==> src/rtl/cacheline_adaptor_if.sv <==
// cacheline_adaptor_if: cache-side line port and memory-side burst port of the cacheline adaptor
interface cacheline_adaptor_if;
  logic [255:0] line_i;
  logic [255:0] line_o;
  logic [31:0]  address_i;
  logic         read_i;
  logic         write_i;
  logic         resp_o;
  logic [63:0]  burst_i;
  logic [63:0]  burst_o;
  logic [31:0]  address_o;
  logic         read_o;
  logic         write_o;
  logic         resp_i;
  logic         error_o;
  modport slave (
    input  line_i, address_i, read_i, write_i, burst_i, resp_i,
    output line_o, resp_o, burst_o, address_o, read_o, write_o, error_o
  );
  modport master (
    output line_i, address_i, read_i, write_i, burst_i, resp_i,
    input  line_o, resp_o, burst_o, address_o, read_o, write_o, error_o
  );
endinterface

==> src/rtl/cacheline_adaptor.sv <==
// cacheline_adaptor: 256-bit cache line <-> 4x64-bit memory burst adaptor; CACHELINE_ADAPTOR_TIMEOUT_EN adds a resp_i watchdog
module cacheline_adaptor #(
  parameter int TIMEOUT_CYCLES = 1024
) (
  input logic                clk,
  input logic                rst,
  cacheline_adaptor_if.slave bus
);
  localparam logic [1:0] IDLE = 2'd0, READ = 2'd1, WRITE = 2'd2, DONE = 2'd3;
  logic [1:0]   state_q, state_d, k_q, k_d;
  logic [31:0]  addr_q, addr_d;
  logic [255:0] buf_q, buf_d, line_q, line_d;
  logic         err_q, err_d;
  logic         busy, beat, last, tmo;
  assign busy = state_q == READ || state_q == WRITE;
  assign beat = busy && bus.resp_i;
  assign last = beat && k_q == 2'd3;
`ifdef CACHELINE_ADAPTOR_TIMEOUT_EN
  localparam int WW = $clog2(TIMEOUT_CYCLES + 1);
  logic [WW-1:0] wd_q, wd_d;
  assign tmo  = busy && !bus.resp_i && wd_q == WW'(TIMEOUT_CYCLES - 1);
  assign wd_d = busy && !bus.resp_i && !tmo ? wd_q + 1'b1 : '0;
  always_ff @(posedge clk) wd_q <= rst ? '0 : wd_d;
`else
  assign tmo = 1'b0;
`endif
  always_comb begin
    state_d = state_q;
    k_d     = beat ? k_q + 2'd1 : k_q;
    addr_d  = addr_q;
    buf_d   = buf_q;
    line_d  = line_q;
    err_d   = (!busy && bus.resp_i) || tmo;
    if (state_q == IDLE && (bus.read_i || bus.write_i)) begin
      state_d = bus.write_i ? WRITE : READ;
      addr_d  = {bus.address_i[31:5], 5'b0};
      buf_d   = bus.write_i ? bus.line_i : buf_q;
      k_d     = '0;
      err_d   = err_d || (bus.read_i && bus.write_i);
    end
    if (state_q == READ && beat) buf_d[{k_q, 6'b0} +: 64] = bus.burst_i;
    if (state_q == READ && last) line_d = {bus.burst_i, buf_q[191:0]};
    if (last) state_d = DONE;
    if (tmo || state_q == DONE) state_d = IDLE;
  end
  always_ff @(posedge clk) begin
    if (rst) begin
      state_q <= IDLE;
      k_q     <= '0;
      addr_q  <= '0;
      buf_q   <= '0;
      line_q  <= '0;
      err_q   <= 1'b0;
    end else begin
      state_q <= state_d;
      k_q     <= k_d;
      addr_q  <= addr_d;
      buf_q   <= buf_d;
      line_q  <= line_d;
      err_q   <= err_d;
    end
  end
  assign bus.read_o    = state_q == READ;
  assign bus.write_o   = state_q == WRITE;
  assign bus.resp_o    = state_q == DONE;
  assign bus.error_o   = err_q;
  assign bus.address_o = addr_q;
  assign bus.line_o    = line_q;
  assign bus.burst_o   = state_q == WRITE ? buf_q[{k_q, 6'b0} +: 64] : '0;
endmodule

==> src/flat_wrapper.sv <==
// flat-port wrapper written by rule: the top's interface ports become plain ports
module cacheline_adaptor_flat 
#(
  parameter int TIMEOUT_CYCLES = 1024
)
  (clk, rst, bus_line_i, bus_address_i, bus_read_i, bus_write_i, bus_burst_i, bus_resp_i, bus_line_o, bus_resp_o, bus_burst_o, bus_address_o, bus_read_o, bus_write_o, bus_error_o);
  cacheline_adaptor_if bus_i ();
  input logic clk;
  input logic rst;
  input wire logic [$bits(bus_i.line_i)-1:0] bus_line_i;
  input wire logic [$bits(bus_i.address_i)-1:0] bus_address_i;
  input wire logic [$bits(bus_i.read_i)-1:0] bus_read_i;
  input wire logic [$bits(bus_i.write_i)-1:0] bus_write_i;
  input wire logic [$bits(bus_i.burst_i)-1:0] bus_burst_i;
  input wire logic [$bits(bus_i.resp_i)-1:0] bus_resp_i;
  output wire logic [$bits(bus_i.line_o)-1:0] bus_line_o;
  output wire logic [$bits(bus_i.resp_o)-1:0] bus_resp_o;
  output wire logic [$bits(bus_i.burst_o)-1:0] bus_burst_o;
  output wire logic [$bits(bus_i.address_o)-1:0] bus_address_o;
  output wire logic [$bits(bus_i.read_o)-1:0] bus_read_o;
  output wire logic [$bits(bus_i.write_o)-1:0] bus_write_o;
  output wire logic [$bits(bus_i.error_o)-1:0] bus_error_o;
  assign bus_i.line_i = bus_line_i;
  assign bus_i.address_i = bus_address_i;
  assign bus_i.read_i = bus_read_i;
  assign bus_i.write_i = bus_write_i;
  assign bus_i.burst_i = bus_burst_i;
  assign bus_i.resp_i = bus_resp_i;
  assign bus_line_o = bus_i.line_o;
  assign bus_resp_o = bus_i.resp_o;
  assign bus_burst_o = bus_i.burst_o;
  assign bus_address_o = bus_i.address_o;
  assign bus_read_o = bus_i.read_o;
  assign bus_write_o = bus_i.write_o;
  assign bus_error_o = bus_i.error_o;
  cacheline_adaptor #(.TIMEOUT_CYCLES(TIMEOUT_CYCLES)) u_core (.clk(clk), .rst(rst), .bus(bus_i));
endmodule
==> config.mk <==
export PLATFORM = sky130hd
export DESIGN_NAME = cacheline_adaptor_flat
export DESIGN_NICKNAME = d
export VERILOG_FILES = /design/src/rtl/cacheline_adaptor_if.sv /design/src/rtl/cacheline_adaptor.sv /design/src/flat_wrapper.sv
export SDC_FILE = /design/constraint.sdc
export NUM_CORES = 1
export LEC_CHECK = 0
export BUFFER_PORTS_ARGS = -buffer_cell sky130_fd_sc_hd__buf_2
export CORE_AREA = 2 2 278 280
export CTS_CLUSTER_SIZE = 8
export DETAILED_ROUTE_END_ITERATION = 7
export DIE_AREA = 0 0 280 282
export PLACE_DENSITY_LB_ADDON = 0.25
export SLEW_MARGIN = 0
export SYNTH_ARGS = -nofsm -noshare
export SYNTH_HDL_FRONTEND = slang
export SYNTH_SLANG_ARGS = --single-unit
export TNS_END_PERCENT = 100
==> constraint.sdc <==
create_clock -name clk -period 3.11 [get_ports clk]
set_input_delay 0.4665 -clock clk [delete_from_list [all_inputs] [get_ports clk]]
set_output_delay 0.4665 -clock clk [all_outputs]
set_load 0.005 [all_outputs]
# Word-level counts from Yosys, hierarchy flattened
# Cells that the tools add are included.
op_classes:
  add_sub_neg: 2
  eq_ne: 4
  shifts: 3
  mux: 9
  reduce_logical: 15
ops:
  columns: ["cell", "count"]
  rows:
  - ["$mux 256", 3]
  - ["$bwmux 256", 1]
  - ["$shift 64x10->256 const A", 1]
  - ["$shiftx 256x9->64", 1]
  - ["$shiftx 64x10->256", 1]
  - ["$mux 64", 1]
  - ["$neg 8->10", 1]
  - ["$logic_and 1x1->1", 7]
  - ["$eq 2x2->1 const B", 3]
  - ["$mux 2", 3]
  - ["$reduce_or 2->1", 2]
  - ["$logic_or 1x1->1", 3]
  - ["$add 2x1->2 const B", 1]
  - ["$eq 2x1->1 const B", 1]
  - ["$logic_not 2->1", 1]
  - ["$reduce_bool 2->1", 1]
  - ["$logic_not 1->1", 1]
  - ["$mux 1", 1]
word_totals:
  reg_bits: 544
  out_inout_bits: 356
  word_cells: 39

# Logic depth before layout (Yosys ltp)
# Gate-level depths: netlist (run 1).
depth:
  ltp_word: 6
  depth_mapped: 10
  depth_no_buf: 5

# Worst setup path before layout (run 1)
# No wires, ideal clock.
synth_path:
  path_type: "register to register"
  from: "register u_core.k_q[1]"
  to: "register u_core.buf_q[223]"
  setup_ns: 0.075
  t_arrival_ns: 2.328
  t_required_ns: 3.035
  setup_slack_ns: 0.707
  stages_incl_launch_ff: 9
  cell_sequence: "dfxtp_1 > buf_2 > buf_1 > inv_1 > ha_1 > or4_1 > buf_2 > buf_2 > o22ai_1"
synth_between:
  elab_chain_len: 4
  elab_cells_between_ends: 5
synth_rtl:
  columns: ["element", "line_no", "rtl"]
  rows:
  - ["start: declaration", "cacheline_adaptor.sv:10", "logic [1:0] state_q, state_d, k_q, k_d;"]
  - ["start signal: assignment", "cacheline_adaptor.sv:56", "k_q <= k_d;"]
  - ["$neg 8->10 *", "cacheline_adaptor.sv:41", "if (state_q == READ && beat) buf_d[{k_q, 6'b0} +: 64] = bus.burst_i;"]
  - ["$shiftx 64x10->256 or $shift 64x10->256 (tied branches)", "cacheline_adaptor.sv:41", null]
  - ["$bwmux 256 *", "cacheline_adaptor.sv:41", null]
  - ["$mux 256 *", "cacheline_adaptor.sv:41", null]
  - ["end signal: assignment", "cacheline_adaptor.sv:58", "buf_q <= buf_d;"]
  - ["end: declaration", "cacheline_adaptor.sv:12", "logic [255:0] buf_q, buf_d, line_q, line_d;"]
# Mark *: on every way between the ends. The rest lies on a longest branch, timed or not.
# A chain may end at the register's enable or synchronous reset.

# Worst setup path after layout (run 1)
layout_path:
  from: "register u_core.k_q[0]"
  to: "output port bus_burst_o[42]"
layout_between:
  elab_chain_len: 2
layout_rtl:
  columns: ["element", "line_no", "rtl"]
  rows:
  - ["$shiftx 256x9->64", "cacheline_adaptor.sv:69", "assign bus.burst_o = state_q == WRITE ? buf_q[{k_q, 6'b0} +: 64] : '0;"]
  - ["$mux 64", "cacheline_adaptor.sv:69", null]
  - ["end: declaration", "flat_wrapper.sv:18", "output wire logic [$bits(bus_i.burst_o)-1:0] bus_burst_o;"]
# No other way between the ends.

==> run summary, run 1 <==
The flow ran to the end, and the final reports show no timing, DRC or antenna violations. In the post-route analysis, the smallest setup slack over all paths is 0.188 ns. Hold is met by 0.0997 ns. The share of total power in sequential cells was 43.7%.

The synthesized design spends more area on one cell type than any other, namely sky130_fd_sc_hd__dfxtp_1. The most frequently used cell type in the post-synthesis netlist was sky130_fd_sc_hd__nand2_1. In this run the remaining antenna-violating nets after routing total 0.

The power per cell area came out at 594 mW/mm^2. The tools report the worst-case hold path end point as u_core.buf_q[69]. The die covers 0.0790 mm^2. The worst-case IR drop observed on VDD is 387 uV. Clock-pin slew was measured on the worst setup and hold paths at 0.05 ns. The number of clock buffers added by TritonCTS is 78.

Yosys printed 0 warnings. The weighted congestion reported at the end of routability-driven placement is 0.816. The worst register-to-register path begins at u_core.k_q[0]. The tools report the maximum buffer depth of the clock tree as 3. The tools report the count of different cell masters after synthesis as 34.

The setup check on the worst reg-to-reg path leaves a slack of 0.29 ns. The post-synthesis cell count is 2391, and the die height is 282 um. The tools report the global-route usage over all layers as 22.5%.

For the top-level port count, the log shows 713. The tools report the total wire length after detailed routing as 93.0 mm. Of the total power, the share spent switching nets is 25.9%. The mapped cell area was 0.0224 mm^2. Registers take 0.0109 mm^2. The share of cells above drive strength 1 came out at 30.6%. Counting instances in the post-synthesis netlist gives the leading cell types as sky130_fd_sc_hd__nand2_1 (597), sky130_fd_sc_hd__dfxtp_1 (544), sky130_fd_sc_hd__a21oi_1 (286), sky130_fd_sc_hd__mux2i_1 (256), sky130_fd_sc_hd__o22ai_1 (217).

Type of the most critical hold path: primary input to flip-flop. Along the worst path, the maximum fanout reaches 23. The wire-length estimate of the detail-placed layout is 63.0 mm.

A synthesized cell averages 9.36 um^2. For this run, the top clock speed supported by timing is 0.342 GHz. In this run the critical register-to-register path is captured at u_core.buf_q[88]. The worst slew margin relative to its limit was 29.9%. The number of core rows is 101.

Entering global routing, the biggest net connects 119 pins. The internal cell power is 0.0128 W, and the buffers inserted during post-CTS setup optimization is 0. In the final timing run, aggregate negative setup slack is 0 ns. The logs give 544 for the number of sinks on the clock net and 11.2% for the logic gate share of total power. The violation count after the first detailed-routing iteration is 1071. Between clock sinks in the finished design, the worst skew comes to 0.0286 ns. At the end of the flow the core is filled with cells to 38.4%. The average via count per standard cell was 5.14; the DRC violation count after routing was 0. Global routing finished with a remaining overflow of 0. Compared with the post-synthesis result, the final layout area differs by 30.0%. The most used flip-flop cell after synthesis is sky130_fd_sc_hd__dfxtp_1.

In this run the static leakage power is 12.0 nW. For the worst-skew pair, the clock arrives at the later sink with an insertion delay of 0.62 ns. For the number of max-capacitance violations reported, the log shows 0.

The first global-routing pass estimated 134 mm of wire. The minimum clock period after layout is 2.92 ns. The horizontal die dimension works out to 280 um. STA classifies the critical path endpoint as an output pin.

The actual slew at the worst max-slew pin works out to 1.05 ns. The total of fill cells in the finished design was 7899. The number of detailed-route iterations in the first pass was 5; the fraction of synthesis flops using an asynchronous set or reset pin was 0%. The effective utilization at floorplan is 29.6%, and the number of I/O port buffers is 702. The kind of launch point of the worst setup path is a flip-flop. For the initial antenna violation count, the log shows 30. Counting tap cells, the placed design contains a total of 3921 instances. The placeable core region is 0.0757 mm^2, and the hold violation count in the final report is 0.

Across all layers, the routed design uses 20695 vias. The run gives 0 as the max-slew violation count. TritonCTS built the clock tree. Timing analysis after detailed placement gives a worst setup slack of 0.341 ns.

Source of the worst hold timing path: bus_burst_i[5]. For the part of the power in the clock network, the log shows 45.1%. For the worst setup path, the data arrival time is 2.46 ns.

The number of flops mapped to enable cells by yosys works out to 0. Part of the cycle the worst path needs: 93.9%. In this run, synthesis produced a sequential element count of 544. For the worst flop-to-flop path, the logic depth is 5.

The run gives 20241 as the via count of the first global-routing pass. The area share of the largest cell type after synthesis came out at 48.7%. In the final design database the tool counted 3389 nets. CTS built an H-tree with a depth of 3. Setup repair after global routing left no endpoint under its margin.

For the worst setup path, the data required time is 2.64 ns. Detail-routed net length per standard cell: 23.1 um. The run gives 0.0106 mm^2 as the area taken by multi-input logic gates. Ranked by total cell area, the synthesized netlist is headed by sky130_fd_sc_hd__dfxtp_1 (49%), sky130_fd_sc_hd__mux2i_1 (11%), sky130_fd_sc_hd__nand2_1 (10%). In this run the power spent charging and discharging nets is 0.00448 W. Along the worst hold path, the cell count comes to 2.

The count of cells in the finished layout, fillers not included, comes to 4027. Summing the sequential cell areas from Yosys gives 48.7% of the chip area. Setup violations remaining at the end of the flow were counted as 0. The critical path in this run is classified as flip-flop to output pin. The cell sitting at the root of the clock tree is a sky130_fd_sc_hd__clkbuf_16.
## area by class of cell
type	count	share of cell area (%)
Sequential cell	544	37.5
Multi-Input combinational cell	1632	36.3
Timing Repair Buffer	763	14.5
Clock buffer	85	6.98
Tap cell	978	4.21
Clock inverter	6	0.331
Antenna cell	15	0.129
Inverter	4	0.0516
## critical path: stages (launching register included)
cell                      delay, ns
sky130_fd_sc_hd__dfxtp_4       0.54
sky130_fd_sc_hd__buf_6         0.41
sky130_fd_sc_hd__mux4_2        0.55
sky130_fd_sc_hd__and2_1        0.19
sky130_fd_sc_hd__buf_2         0.13
## cell families (layout without fill, tap and decap cells)
| group | Yosys count | in the layout | synth area share, % |
|---|---|---|---|
| xor+xnor | 1 | 1 | 0.0392 |
| flops | 544 | 544 | 48.7 |
| fa+ha+maj | 9 | 9 | 0.503 |
| buf+inv | 219 | 858 | 4.38 |
| compound gates | 547 | 547 | 14.1 |
| mux | 320 | 320 | 17.9 |
| other cells | 1 | 20 | 0.0168 |
| simple gates | 750 | 750 | 14.3 |
## cell usage in the layout (no fill, tap or decap), types with 5 or more instances in the layout
| cell | n |
|---|---|
| sky130_fd_sc_hd__buf_4 | 42 |
| sky130_fd_sc_hd__conb_1 | 5 |
| sky130_fd_sc_hd__clkbuf_16 | 80 |
| sky130_fd_sc_hd__mux2i_1 | 256 |
| sky130_fd_sc_hd__mux4_2 | 64 |
| sky130_fd_sc_hd__o22ai_1 | 217 |
| sky130_fd_sc_hd__and2_1 | 64 |
| sky130_fd_sc_hd__ha_1 | 8 |
| sky130_fd_sc_hd__nand2b_1 | 65 |
| sky130_fd_sc_hd__buf_12 | 18 |
| sky130_fd_sc_hd__o2bb2ai_1 | 38 |
| sky130_fd_sc_hd__nand2_1 | 597 |
| sky130_fd_sc_hd__a21oi_1 | 286 |
| sky130_fd_sc_hd__dfxtp_1 | 542 |
| sky130_fd_sc_hd__buf_2 | 701 |
| sky130_fd_sc_hd__diode_2 | 15 |
## power groups by stage
stage               logic (W)  registers (W)  clock network [W]
floorplan             0.00121        0.00759                  0
finish                0.00194        0.00755            0.00779
detailed placement    0.00193        0.00768                  0
global route          0.00208        0.00758            0.00823
global placement      0.00193        0.00768                  0
CTS                   0.00194        0.00754            0.00798
## metrics by stage
| step | cell area, um^2 | power [W] |
|---|---|---|
| detailed placement | 26900 | 0.00961 |
| floorplan | 22400 | 0.00879 |
| global route | 29100 | 0.0179 |
| finish | 29100 | 0.0173 |
| CTS | 29000 | 0.0175 |
| global placement | 26900 | 0.00961 |
## routing by layer
metal	track usage, %	vias to the layer above	part of all wire (%)
li1	-	9633	-
met1	28.1	10129	42
met2	37.9	755	48
met3	5.58	150	7.2
met4	7.23	28	2.3
met5	0	-	0.18
## state kept, by name (all words and copies together) (netlist names)
signal,count
u_core.bus.error_o,1
u_core.buf_q,256
u_core.state_q,2
u_core.bus.line_o,256
u_core.k_q,2
u_core.bus.address_o,27
## how the worst max path moves through the flow
stage,from,endpoint
final,u_core.k_q[0],bus_burst_o[42]
after CTS,u_core.k_q[0],bus_burst_o[42]
after global routing,u_core.k_q[0],bus_burst_o[42]
after global placement,u_core.k_q[0],u_core.buf_q[100]
after detailed placement,u_core.k_q[0],u_core.buf_q[88]
after floorplan,u_core.k_q[1],u_core.buf_q[223]
## what timing repair did
item,4_1_cts,5_1_grt
setup endpoints to repair,15,0
resized for setup,1,0
hold buffers,0,0
Note: power is estimated with default switching activity, not from simulation.
==> inputs of run 2 (changes only) <==
--- a/config.mk
+++ b/config.mk
@@ -7,4 +7,5 @@
 export LEC_CHECK = 0
 export BUFFER_PORTS_ARGS = -buffer_cell sky130_fd_sc_hd__buf_2
+export CAP_MARGIN = 10
 export CORE_AREA = 2 2 278 280
 export CTS_CLUSTER_SIZE = 8
==> constraint.sdc (replaced) <==
create_clock -name clk -period 3.11 [get_ports clk]
set_input_delay 0.4665 -clock clk [delete_from_list [all_inputs] [get_ports clk]]
set_output_delay 0.4665 -clock clk [all_outputs]
set_load 0.02 [all_outputs]
==> run 2 against run 1 <==
Flip-flop and latch count is the same. Clock skew grew 0.0013 ns. First-iteration DRC count grew 33%. Fmax grew 3.8%. Non-clock buffer count shrank 4.
==> run summary, run 2 (synthesis results as in run 1) <==
The maximum fanout along the worst path was 36 (+57%); the global-route wire length before repair was 135 mm (+0.52%). The logs give 101 (unchanged) for the number of core rows and 44.1 mm (-2.0%) for the wire length on met2. The most common cell after layout, fill and taps aside is sky130_fd_sc_hd__buf_2.

The logs give 22.6% (+0.11 points) for the global-route usage over all layers and 0 (unchanged) for the number of buffers added to fix hold violations after cts. The remaining global-route overflow was 0 (unchanged); the actual slew at the worst max-slew pin was 1.05 ns (-0.00412 ns). Later-pin clock latency in the skew report: 0.62 ns (about the same). Number of sinks on the clock net: 544 (unchanged).

The number of I/O port buffers came out at 702 (unchanged). The power per cell area was 595 mW/mm^2 (+0.17%); the number of detailed-route iterations in the first pass was 5 (unchanged). The tools report the worst-case clock skew as 0.0299 ns (+0.00128 ns).

The weighted congestion reported at the end of routability-driven placement is 0.832 (+2.0%). Top layer used by detailed routing: met5. The critical path required time came out at 2.64 ns (about the same).

The logs give 93.0 mm (about the same) for the total wire length after detailed routing and 0 (unchanged) for the number of max-capacitance violations reported. Worst hold slack across all endpoints: 0.0899 ns (-0.00980 ns). The violation count after the first detailed-routing iteration was 1420 (+33%); the average via count per standard cell was 5.13 (-0.20%). The min-delay analysis places its worst path in the category primary input to flip-flop. The detail-routed net length per standard cell is 23.1 um (about the same), and the number of routed nets with antenna violations is 0 (unchanged).

For the floorplan die area, the log shows 0.0790 mm^2 (unchanged). The data arrival at the endpoint of the critical path is 2.35 ns (-0.11 ns). The library cells used most frequently in the layout, excluding fill and tap cells, are sky130_fd_sc_hd__buf_2 (701), sky130_fd_sc_hd__nand2_1 (597), sky130_fd_sc_hd__dfxtp_1 (542), sky130_fd_sc_hd__a21oi_1 (286), sky130_fd_sc_hd__mux2i_1 (256).

The horizontal die dimension was 280 um (unchanged); the total of endpoints with negative setup slack in the final report was 0 (unchanged). The cell count after placement came out at 3917 (-0.10%). The endpoint type of the worst setup path is an output pin. The maximum buffer depth of the clock tree is 3 (unchanged).

The part of the cycle the worst path needs was 90.5% (-3.5 points); the number of buffers created by CTS was 78 (unchanged). The initial antenna violation count is 30 (unchanged). Setup repair after global routing left no endpoint under its margin. The clock-pin slew on the worst setup and hold paths is 0.05 ns (about the same). The logs give 343 uV (-11%) for the peak supply drop and 20648 (-0.23%) for the overall via count from detail_route. The run gives 0.0757 mm^2 (unchanged) as the placeable core region. The run gives 0 (unchanged) as the DRC violation count after routing. Slowest cell on the critical path: sky130_fd_sc_hd__buf_4. The via count of the first global-routing pass was 20391 (+0.74%).

STA classifies the critical path startpoint as a flip-flop. The minimum clock period after layout was 2.81 ns (-0.108 ns). The total of fill cells in the finished design is 7934 (+0.44%). The delay of the slowest cell on the worst path came out at 0.56 ns (about the same).

Critical path class: flip-flop to output pin. The pin count of the biggest net entering global routing came out at 133 (+12%). The tools report the count of H-tree levels built during CTS as 3 (unchanged).

The max-slew violation count is 0 (unchanged), and the total negative setup slack is 0 ns (unchanged). Clock tree synthesis selected as its root buffer the cell sky130_fd_sc_hd__clkbuf_16. For the highest achievable clock rate, the log shows 0.355 GHz (+3.8%). The post-route core utilization is 38.4% (about the same), and the hold violation count in the final report is 0 (unchanged). The met3 wire length was 6.70 mm (about the same).

The logs give 29.6% (unchanged) for the effective utilization at floorplan and 0 (-1) for the number of instances resized during post-cts repair. TritonCTS built the clock tree. The tools report the sum of net half-perimeters after detailed placement as 62.5 mm (-0.73%). The die height works out to 282 um (unchanged). The share of cells above drive strength 1 is 30.5% (-0.082 points), and the total number of nets in the final design is 3385 (-0.12%).

Layout overhead on the synthesized area: 30.1% (about the same). For the sum of routed wire segments on met1, the log shows 39.6 mm (+1.5%). The flow ran to the end, and the final reports show no timing, DRC or antenna violations. The tools report the top-level port count as 713 (unchanged). The logs give 4026 (-0.025%) for the number of standard cells in the layout, taps in and fillers out and 0 (unchanged) for the buffers inserted during post-CTS setup optimization. The critical path goes through buf_4 -> mux4_2 -> and2_1 -> buf_2.

The total leakage power is 12.0 nW (about the same). The run gives 30.2% (+0.27 points) as the worst slew margin relative to its limit.
[run 2: cell types whose count changed in the layout (fill, tap and decap cells not counted), sizes merged]
| cell | delta |
|---|---|
| buf | -4 |
| clkbuf | -1 |
| diode | +4 |
[run 2: worst max-delay path: cells and delay by family (launching register included)]
kind                   cells  cell delay (ns)
buffers and inverters      2             0.73
muxes                      1             0.40
and+or+nand+nor            1             0.19
DFF                        1             0.37
[run 2: worst paths after layout]
| check | slack (ns) | cells past startpoint | startpoint | endpoint |
|---|---|---|---|---|
| setup / recovery | 0.30 | 4 | u_core.k_q[1] | bus_burst_o[42] |
| hold / removal | 0.09 | 3 | bus_address_i[28] | u_core.bus.address_o[28] |
| setup reg to reg | 0.65 | 6 | u_core.state_q[0] | u_core.buf_q[121] |
| hold reg to reg | 0.45 | 2 | u_core.bus.line_o[162] | u_core.bus.line_o[162] |
[run 2: report_power, final]
group / internal (W) / switching [W] / total (W)
registers: 0.00730 / 0.000241 / 0.00755
logic: 0.000915 / 0.00110 / 0.00202
clock network: 0.00458 / 0.00318 / 0.00776
[run 2: layout make-up]
class | instances | area, um^2 | area share (%)
clock inverters | 6 | 96.3 | 0.331
multi-input cells | 1632 | 10600 | 36.3
inverters | 4 | 15.0 | 0.0516
diodes | 19 | 47.5 | 0.163
flip-flops and latches | 544 | 10900 | 37.5
repair buffers | 759 | 4230 | 14.5
well taps | 978 | 1220 | 4.21
clock buffers | 84 | 2030 | 6.97
[run 2: metal layers]
metal,vias to the layer above,GRT usage (%)
met5,-,0
met4,22,7.93
li1,9626,-
met3,171,5.79
met2,738,37.2
met1,10091,28.7
[run 2: stage by stage]
step                      setup WS [ns]  total power [W]  area, um^2
after floorplan                   0.707          0.00888       22400
after global placement            0.640          0.00968       26900
after detailed placement          0.624          0.00969       26900
after CTS                         0.254           0.0175       29100
after global routing              0.220           0.0179       29100
final                             0.297           0.0173       29100
